`src/rtl/txt_ram_arb_if.sv`:
```
`timescale 1ns/1ps
// txt_ram_arb_if: client-side REQ/ACK bus of the text RAM arbiter.
// Four clients are packed side by side; client i owns ADDR[12i+11:12i],
// WDATA[7i+6:7i] and bit i of every per-client vector.
interface txt_ram_arb_if;
  logic [3:0]  REQ;
  logic [3:0]  RW;
  logic [47:0] ADDR;
  logic [27:0] WDATA;
  logic [3:0]  ACK;
  logic [3:0]  RVALID;
  logic [6:0]  RDATA;

  modport master (
    output REQ, RW, ADDR, WDATA,
    input  ACK, RVALID, RDATA
  );

  modport slave (
    input  REQ, RW, ADDR, WDATA,
    output ACK, RVALID, RDATA
  );
endinterface

```
`src/rtl/txt_ram_arb.sv`:
```
`timescale 1ns/1ps
// txt_ram_arb: shares the single-port text RAM between four REQ/ACK clients and
// the VGA character fetch. Fetch slots are fixed by the raster position and always
// win; every other cycle goes to one eligible client, chosen round-robin (RR=1) or
// by fixed priority with client 0 highest (RR=0). A two-stage tag pipeline follows
// each RAM access so the registered read data is steered to VGA_TXT or RDATA.
module txt_ram_arb #(
  parameter bit RR = 1'b1
) (
  input  logic         CLK,
  input  logic         RST,
  input  logic [9:0]   VGA_HC,
  input  logic [9:0]   VGA_VC,
  txt_ram_arb_if.slave bus,
  output logic         RAM_WE,
  output logic [11:0]  RAM_ADDR,
  output logic [6:0]   RAM_DIN,
  input  logic [6:0]   RAM_DOUT,
  output logic [6:0]   VGA_TXT
);

  typedef enum logic [1:0] {
    SLOT_IDLE   = 2'd0,
    SLOT_VGA    = 2'd1,
    SLOT_CLIENT = 2'd2
  } slot_e;

  typedef struct packed {
    logic       vga;
    logic       rd;
    logic [1:0] idx;
  } tag_t;

  logic        w_vgaMid;
  logic        w_vgaEol;
  logic [4:0]  w_nextRow;
  logic [6:0]  w_nextCol;
  logic [11:0] w_vgaAddr;
  logic [3:0]  w_elig;
  logic [1:0]  w_cand;
  logic [1:0]  w_pick;
  logic [11:0] w_clientAddr;
  logic [6:0]  w_clientData;
  slot_e       w_slot;

  logic [3:0]  r_ack;
  logic [3:0]  r_rvalid;
  logic [6:0]  r_rdata;
  logic        r_ramWe;
  logic [11:0] r_ramAddr;
  logic [6:0]  r_ramDin;
  logic [6:0]  r_vgaTxt;
  logic [1:0]  r_lastGrant;
  tag_t        r_tag1;
  tag_t        r_tag2;

  // Classify the sampled raster position and build the character fetch address
  // (next column mid-line, column 0 of the following text line at end of line).
  always_comb begin
    w_vgaMid  = (VGA_HC[2:0] == 3'd7) && (VGA_HC < 10'd632) && (VGA_VC < 10'd480);
    w_vgaEol  = (VGA_HC == 10'd799) && ((VGA_VC < 10'd479) || (VGA_VC == 10'd524));
    w_nextRow = 5'd0;
    if (VGA_VC != 10'd524) begin
      w_nextRow = 5'((VGA_VC + 10'd1) >> 4);
    end
    w_nextCol = VGA_HC[9:3] + 7'd1;
    w_vgaAddr = w_vgaEol ? {w_nextRow, 7'd0} : {VGA_VC[8:4], w_nextCol};
  end

  // Pick the winning client; a client whose ACK is high this cycle is masked so a
  // held REQ cannot be granted twice. Also decide what the next edge does with the RAM.
  always_comb begin
    w_elig       = bus.REQ & ~r_ack;
    w_pick       = 2'd0;
    w_cand       = 2'd0;
    w_clientAddr = 12'd0;
    w_clientData = 7'd0;
    w_slot       = SLOT_IDLE;
    if (RR) begin
      for (int k = 4; k >= 1; k--) begin
        w_cand = r_lastGrant + 2'(k);
        if (w_elig[w_cand]) begin
          w_pick = w_cand;
        end
      end
    end else begin
      for (int k = 3; k >= 0; k--) begin
        if (w_elig[k]) begin
          w_pick = 2'(k);
        end
      end
    end
    case (w_pick)
      2'd0: begin
        w_clientAddr = bus.ADDR[11:0];
        w_clientData = bus.WDATA[6:0];
      end
      2'd1: begin
        w_clientAddr = bus.ADDR[23:12];
        w_clientData = bus.WDATA[13:7];
      end
      2'd2: begin
        w_clientAddr = bus.ADDR[35:24];
        w_clientData = bus.WDATA[20:14];
      end
      default: begin
        w_clientAddr = bus.ADDR[47:36];
        w_clientData = bus.WDATA[27:21];
      end
    endcase
    if (w_vgaMid || w_vgaEol) begin
      w_slot = SLOT_VGA;
    end else if (|w_elig) begin
      w_slot = SLOT_CLIENT;
    end
  end

  // Drive the RAM port, the grant pulse and the round-robin pointer for this slot;
  // an idle cycle only drops the write enable and leaves address/data where they were.
  always_ff @(posedge CLK) begin
    if (RST) begin
      r_ack       <= 4'd0;
      r_ramWe     <= 1'b0;
      r_ramAddr   <= 12'd0;
      r_ramDin    <= 7'd0;
      r_lastGrant <= 2'd3;
      r_tag1      <= '0;
    end else begin
      r_ack   <= 4'd0;
      r_ramWe <= 1'b0;
      r_tag1  <= '0;
      case (w_slot)
        SLOT_VGA: begin
          r_ramAddr <= w_vgaAddr;
          r_tag1    <= {1'b1, 1'b0, 2'd0};
        end
        SLOT_CLIENT: begin
          r_ack       <= 4'b0001 << w_pick;
          r_ramAddr   <= w_clientAddr;
          r_ramWe     <= bus.RW[w_pick];
          r_ramDin    <= w_clientData;
          r_lastGrant <= w_pick;
          r_tag1      <= {1'b0, ~bus.RW[w_pick], w_pick};
        end
        default: begin
        end
      endcase
    end
  end

  // Age the access tags and, two edges after the access, capture RAM_DOUT for
  // whoever owns it; reset flushes the tags so an in-flight read never returns.
  always_ff @(posedge CLK) begin
    if (RST) begin
      r_tag2   <= '0;
      r_rvalid <= 4'd0;
      r_rdata  <= 7'd0;
      r_vgaTxt <= 7'd0;
    end else begin
      r_tag2   <= r_tag1;
      r_rvalid <= 4'd0;
      if (r_tag2.rd) begin
        r_rvalid <= 4'b0001 << r_tag2.idx;
        r_rdata  <= RAM_DOUT;
      end
      if (r_tag2.vga) begin
        r_vgaTxt <= RAM_DOUT;
      end
    end
  end

  assign bus.ACK    = r_ack;
  assign bus.RVALID = r_rvalid;
  assign bus.RDATA  = r_rdata;
  assign RAM_WE     = r_ramWe;
  assign RAM_ADDR   = r_ramAddr;
  assign RAM_DIN    = r_ramDin;
  assign VGA_TXT    = r_vgaTxt;

endmodule

```
`src/flat_wrapper.sv`:
```
// flat-port wrapper written by rule: the top's interface ports become plain ports
module txt_ram_arb_flat 
#(
  parameter bit RR = 1'b1
)
  (CLK, RST, VGA_HC, VGA_VC, RAM_WE, RAM_ADDR, RAM_DIN, RAM_DOUT, VGA_TXT, bus_REQ, bus_RW, bus_ADDR, bus_WDATA, bus_ACK, bus_RVALID, bus_RDATA);
  txt_ram_arb_if bus_i ();
  input  logic CLK;
  input  logic RST;
  input  logic [9:0] VGA_HC;
  input  logic [9:0] VGA_VC;
  output logic RAM_WE;
  output logic [11:0] RAM_ADDR;
  output logic [6:0] RAM_DIN;
  input  logic [6:0] RAM_DOUT;
  output logic [6:0] VGA_TXT;
  input wire logic [$bits(bus_i.REQ)-1:0] bus_REQ;
  input wire logic [$bits(bus_i.RW)-1:0] bus_RW;
  input wire logic [$bits(bus_i.ADDR)-1:0] bus_ADDR;
  input wire logic [$bits(bus_i.WDATA)-1:0] bus_WDATA;
  output wire logic [$bits(bus_i.ACK)-1:0] bus_ACK;
  output wire logic [$bits(bus_i.RVALID)-1:0] bus_RVALID;
  output wire logic [$bits(bus_i.RDATA)-1:0] bus_RDATA;
  assign bus_i.REQ = bus_REQ;
  assign bus_i.RW = bus_RW;
  assign bus_i.ADDR = bus_ADDR;
  assign bus_i.WDATA = bus_WDATA;
  assign bus_ACK = bus_i.ACK;
  assign bus_RVALID = bus_i.RVALID;
  assign bus_RDATA = bus_i.RDATA;
  txt_ram_arb #(.RR(RR)) u_core (.CLK(CLK), .RST(RST), .VGA_HC(VGA_HC), .VGA_VC(VGA_VC), .bus(bus_i), .RAM_WE(RAM_WE), .RAM_ADDR(RAM_ADDR), .RAM_DIN(RAM_DIN), .RAM_DOUT(RAM_DOUT), .VGA_TXT(VGA_TXT));
endmodule
```
`config.mk`:
```
export PLATFORM = sky130hd
export DESIGN_NAME = txt_ram_arb_flat
export DESIGN_NICKNAME = d
export VERILOG_FILES = /design/src/rtl/txt_ram_arb_if.sv /design/src/rtl/txt_ram_arb.sv /design/src/flat_wrapper.sv
export SDC_FILE = /design/constraint.sdc
export NUM_CORES = 1
export LEC_CHECK = 0
export CAP_MARGIN = 10
export CORE_AREA = 2 2 86 88
export DETAILED_ROUTE_END_ITERATION = 8
export DIE_AREA = 0 0 88 90
export GPL_ROUTABILITY_DRIVEN = 0
export PLACE_DENSITY_LB_ADDON = 0.12
export SETUP_SLACK_MARGIN = 0.02
export SYNTH_ARGS = -nofsm -noshare
export SYNTH_HDL_FRONTEND = slang
export SYNTH_SLANG_ARGS = --single-unit
export TNS_END_PERCENT = 100
```
`constraint.sdc`:
```
create_clock -name CLK -period 3.4 [get_ports CLK]
set_input_delay 0.51 -clock CLK [delete_from_list [all_inputs] [get_ports CLK]]
set_output_delay 0.51 -clock CLK [all_outputs]
set_load 0.1 [all_outputs]
```
==> summary.txt <==
Run status
  • Run status: completed

Floorplan
  • Core region area: approximately 7000 um2
  • Io pins: between 150 and 200
  • Overall die area: ~8000 um2
  • Starting density of the core: 0.403
  • Chip Height: 90 um
  • Number of placement rows: 31
  • Horizontal extent of the die: slightly below 90 um

Global route
  • Met1 Track Usage GR: 0.271
  • Sum of overflow across all layers after global routing: 0
  • Routing usage on met2: 0.395
  • Pin count of the biggest net entering global routing: 31
  • Vias in the first global route: 2952
  • First-pass GRT wire length: approximately 14000 um
  • GR met3 Demand/Resource: 0.0395
  • Total global-route track usage: 0.220
  • Most crowded layer after global routing: met2
  • Number of antenna violations at the first check in global routing: 0

Min path
  • Origin of the worst min-delay path: u_core.r_tag1[1]
  • Cell count of the worst hold path: 1
  • Worst hold path type: flip-flop to flip-flop
  • Worst Hold Path EP: u_core.r_tag2[1]

Synth
  • Syn nets: ~430
  • Portion of the post-synthesis area used by sequential elements: 0.368
  • Synth Warn #: 0
  • Synthesized flop and latch total: 52
  • Count of unique library cells instantiated by Yosys: 55
  • Dominant synthesized flop cell: dfxtp_1
  • Mean instance size in the synthesized netlist: between 8 and 9 um2
  • Number of flops mapped to enable cells by yosys: 0
  • Share of synthesized flip-flops with an asynchronous set or reset: 0
  • Number of instances in the synthesized netlist: 319
  • Syn Std Cell Area: about 2800 um2

Clock tree
  • H-tree levels: 2
  • Library cell used as clock root buffer: clkbuf_8
  • CTS clk-pin slew, worst paths: 0.10 ns
  • Clock buffer count from CTS: 5
  • Number of buffers inserted by hold repair at cts: 0
  • Count of buffers added by post-CTS timing repair for setup: 0
  • CTS tree: done
  • Count of cells resized by post-cts repair: 0
  • # clock sinks: 52
  • Worst-case clock buffer depth: 2
  • Latest clock arrival within the worst-skew pair: 0.30 ns

Worst setup path
  • Critical setup path kind: primary input to flip-flop
  • R2R cell count: 6
  • Worst setup slack for register-to-register paths: 1.02 ns
  • Sort of element at the end of the critical path: flip-flop
  • Data required time at the worst endpoint: 3.60 ns
  • Library cell contributing the largest single delay on the critical path: clkdlybuf4s50_1
  • Startpoint of the lowest-slack register-to-register path: u_core.r_lastGrant[1]
  • Nature of the critical path startpoint: primary input
  • Cell breakdown of the critical path: clkdlybuf4s50_1, nor2b_1, nand2_1, a21oi_1, and2_1, mux2_2, a2111oi_2
  • Cell type group with the largest total delay on the critical path: compound AO/OA/AOI/OAI gates
  • Crit path max fanout: 7
  • Endpoint of the worst register-to-register path: u_core.RAM_ADDR[7]
  • Buffers and inverters on the worst path: 1
  • Critical path's largest stage delay: 0.46 ns
  • Data arrival, critical path: 2.85 ns

Timing
  • Min Clock Period, post-route: between 2 and 3 ns
  • Post-Route Setup TNS: 0 ns
  • Setup repair after global routing missed its margin: no
  • Worst slew margin: 0.320
  • Actual transition at the worst max-transition pin: slightly above 1 ns
  • Worst clock skew on the final layout: roughly 0.0064 ns
  • Count of endpoints failing hold in the final timing report: 0
  • Max Slew Vio Count: 0
  • Fmax: 378 MHz
  • Crit share post-route: 0.778
  • Setup-violating endpoint count in the final report: 0

Routing
  • Via count of the routed design: just under 3000
  • Detailed-route vias per instance: 5.25
  • Drt first pass iters: 4
  • DRC viols: 0
  • Total Wirelength: 8840 um
  • Starting DRC count in detailed routing: 167
  • Average routed wire per standard cell: 15.6 um
  • Count of antenna-violating nets left after detailed routing: 0

Placed design
  • DP Cell Count: 559
  • Detail Placement HPWL: 6780 um
  • Port Buffer Count: 154

Pwr
  • Worst VDD drop: ~0.29 mV
  • Power density cells: 530 nW/um2
  • Static Leakage: roughly 1.7 nW

Cells and area
  • Layout cells sized above 1: 0.0726
  • Non-Filler Instances: between 500 and 600
  • Nets: 581
  • Post-synthesis to final-layout area growth: 60.7%
  • Number of diodes: 0
  • Count of filler cells inserted in the layout: 606

Flow run
  • Reported max-cap violation count: 0
## worst max path at each step
stage,cells after the start,slack [ns],endpoint,from
2_1_floorplan,7,0.67,u_core.RAM_ADDR[11],u_core.bus.ACK[3]
3_3_place_gp,7,0.54,u_core.RAM_ADDR[8],bus_REQ[3]
3_5_place_dp,7,0.47,u_core.RAM_ADDR[11],bus_REQ[3]
4_1_cts,7,0.78,u_core.RAM_ADDR[11],bus_REQ[3]
5_1_grt,7,0.56,u_core.RAM_ADDR[11],bus_REQ[3]
6_report,7,0.75,u_core.RAM_ADDR[11],bus_REQ[3]
## cells by family after synthesis
family	synth area share
simple gates	0.238
flops	0.368
mux	0.145
xor+xnor	0.0155
fa+ha+maj	0.00442
buf+inv	0.0420
compound gates	0.187
## where the power goes
part | switching [W] | internal [W] | total, W
clock network | 0.000221 | 0.000152 | 0.000373
logic | 0.000829 | 0.000459 | 0.00129
registers | 0.0000544 | 0.000694 | 0.000748
total | 0.00111 | 0.00130 | 0.00241
## synth_stat cells (2+ instances only)
master,instances,area [um2]
a211oi_1,3,22.5
a21oi_1,9,45.0
a221oi_1,2,17.5
a22oi_1,11,82.6
a31oi_1,3,18.8
a32o_1,9,90.1
a32oi_1,2,17.5
and2_1,3,18.8
and3_1,5,31.3
and4_1,4,35.0
buf_2,5,25.0
buf_6,2,22.5
clkbuf_1,12,45.0
dfxtp_1,52,1040
inv_1,4,15.0
mux2_2,4,45.0
mux2i_1,23,230
mux4_2,6,135
nand2_1,42,158
nand2b_1,5,31.3
nand3_1,15,75.1
nor2_1,31,116
nor2b_1,8,50.1
nor3_1,7,35.0
nor4b_1,2,17.5
o211ai_1,3,22.5
o21ai_0,10,50.1
o2bb2ai_1,6,52.6
or2_2,2,12.5
xnor2_1,2,17.5
xor2_1,3,26.3
## placed cells by master, fill, tap and decap left out, types with 2 or more instances in the layout
master | synthesis | layout
clkdlybuf4s50_1 | 0 | 154
dfxtp_1 | 52 | 52
nand2_1 | 42 | 42
nor2_1 | 31 | 31
mux2i_1 | 23 | 23
nand3_1 | 15 | 15
a22oi_1 | 11 | 11
o21ai_0 | 10 | 10
a21oi_1 | 9 | 9
a32o_1 | 9 | 9
nor2b_1 | 8 | 8
buf_4 | 1 | 8
nor3_1 | 7 | 7
mux4_2 | 6 | 6
o2bb2ai_1 | 6 | 6
and3_1 | 5 | 5
nand2b_1 | 5 | 5
clkbuf_8 | 0 | 5
and4_1 | 4 | 4
inv_1 | 4 | 4
mux2_2 | 4 | 4
a31oi_1 | 3 | 3
o211ai_1 | 3 | 3
and2_1 | 3 | 3
xor2_1 | 3 | 3
a211oi_1 | 3 | 3
nor4b_1 | 2 | 2
or2_2 | 2 | 2
a221oi_1 | 2 | 2
xnor2_1 | 2 | 2
a32oi_1 | 2 | 2
## metal layers
layer  vias up  routed length (um)
met2        97                4490
met4         0                  61
met5         -                   0
met1      1402                3740
met3         4                 545
li1       1473                   -
## worst reg2reg max path, cell delays in order (launching register included)
cell and delay, ns:
dfxtp_1 0.49, nor4bb_1 0.32, a311o_2 0.25, or2_1 0.37
buf_4 0.36, mux4_2 0.36, o2bb2ai_1 0.13
## state kept, by name (all words and copies together) (netlist names)
| name | count |
|---|---|
| u_core.r_tag1 | 4 |
| u_core.bus.ACK | 4 |
| u_core.RAM_WE | 1 |
| u_core.bus.RDATA | 7 |
| u_core.RAM_ADDR | 12 |
| u_core.RAM_DIN | 7 |
| u_core.r_tag2 | 4 |
| u_core.r_lastGrant | 2 |
| u_core.VGA_TXT | 7 |
| u_core.bus.RVALID | 4 |
## cell type report
type                       instances  area (um2)  area share
clock inverter                     3        27.5     0.00605
clock buffer                       5        68.8      0.0151
multi-input combinational        242        1670       0.367
tap                               99         124      0.0272
inverter                           4        15.0     0.00330
sequential                        52        1040       0.229
timing repair buffer             162        1600       0.352
## per-stage QoR
| stage | utilization | instance area (um2) | hold slack, ns | worst slack, ns | total power [W] |
|---|---|---|---|---|---|
| 2_1_floorplan | - | 2830 | 0.414 | 0.672 | 0.00168 |
| 3_3_place_gp | 0.634 | 4450 | 0.431 | 0.543 | 0.00204 |
| 3_5_place_dp | 0.634 | 4450 | 0.437 | 0.470 | 0.00205 |
| 4_1_cts | 0.648 | 4550 | 0.459 | 0.780 | 0.00242 |
| 5_1_grt | 0.648 | 4550 | 0.470 | 0.556 | 0.00252 |
| 6_report | 0.648 | 4550 | 0.458 | 0.754 | 0.00241 |
Power figures use the tool's default switching activity.
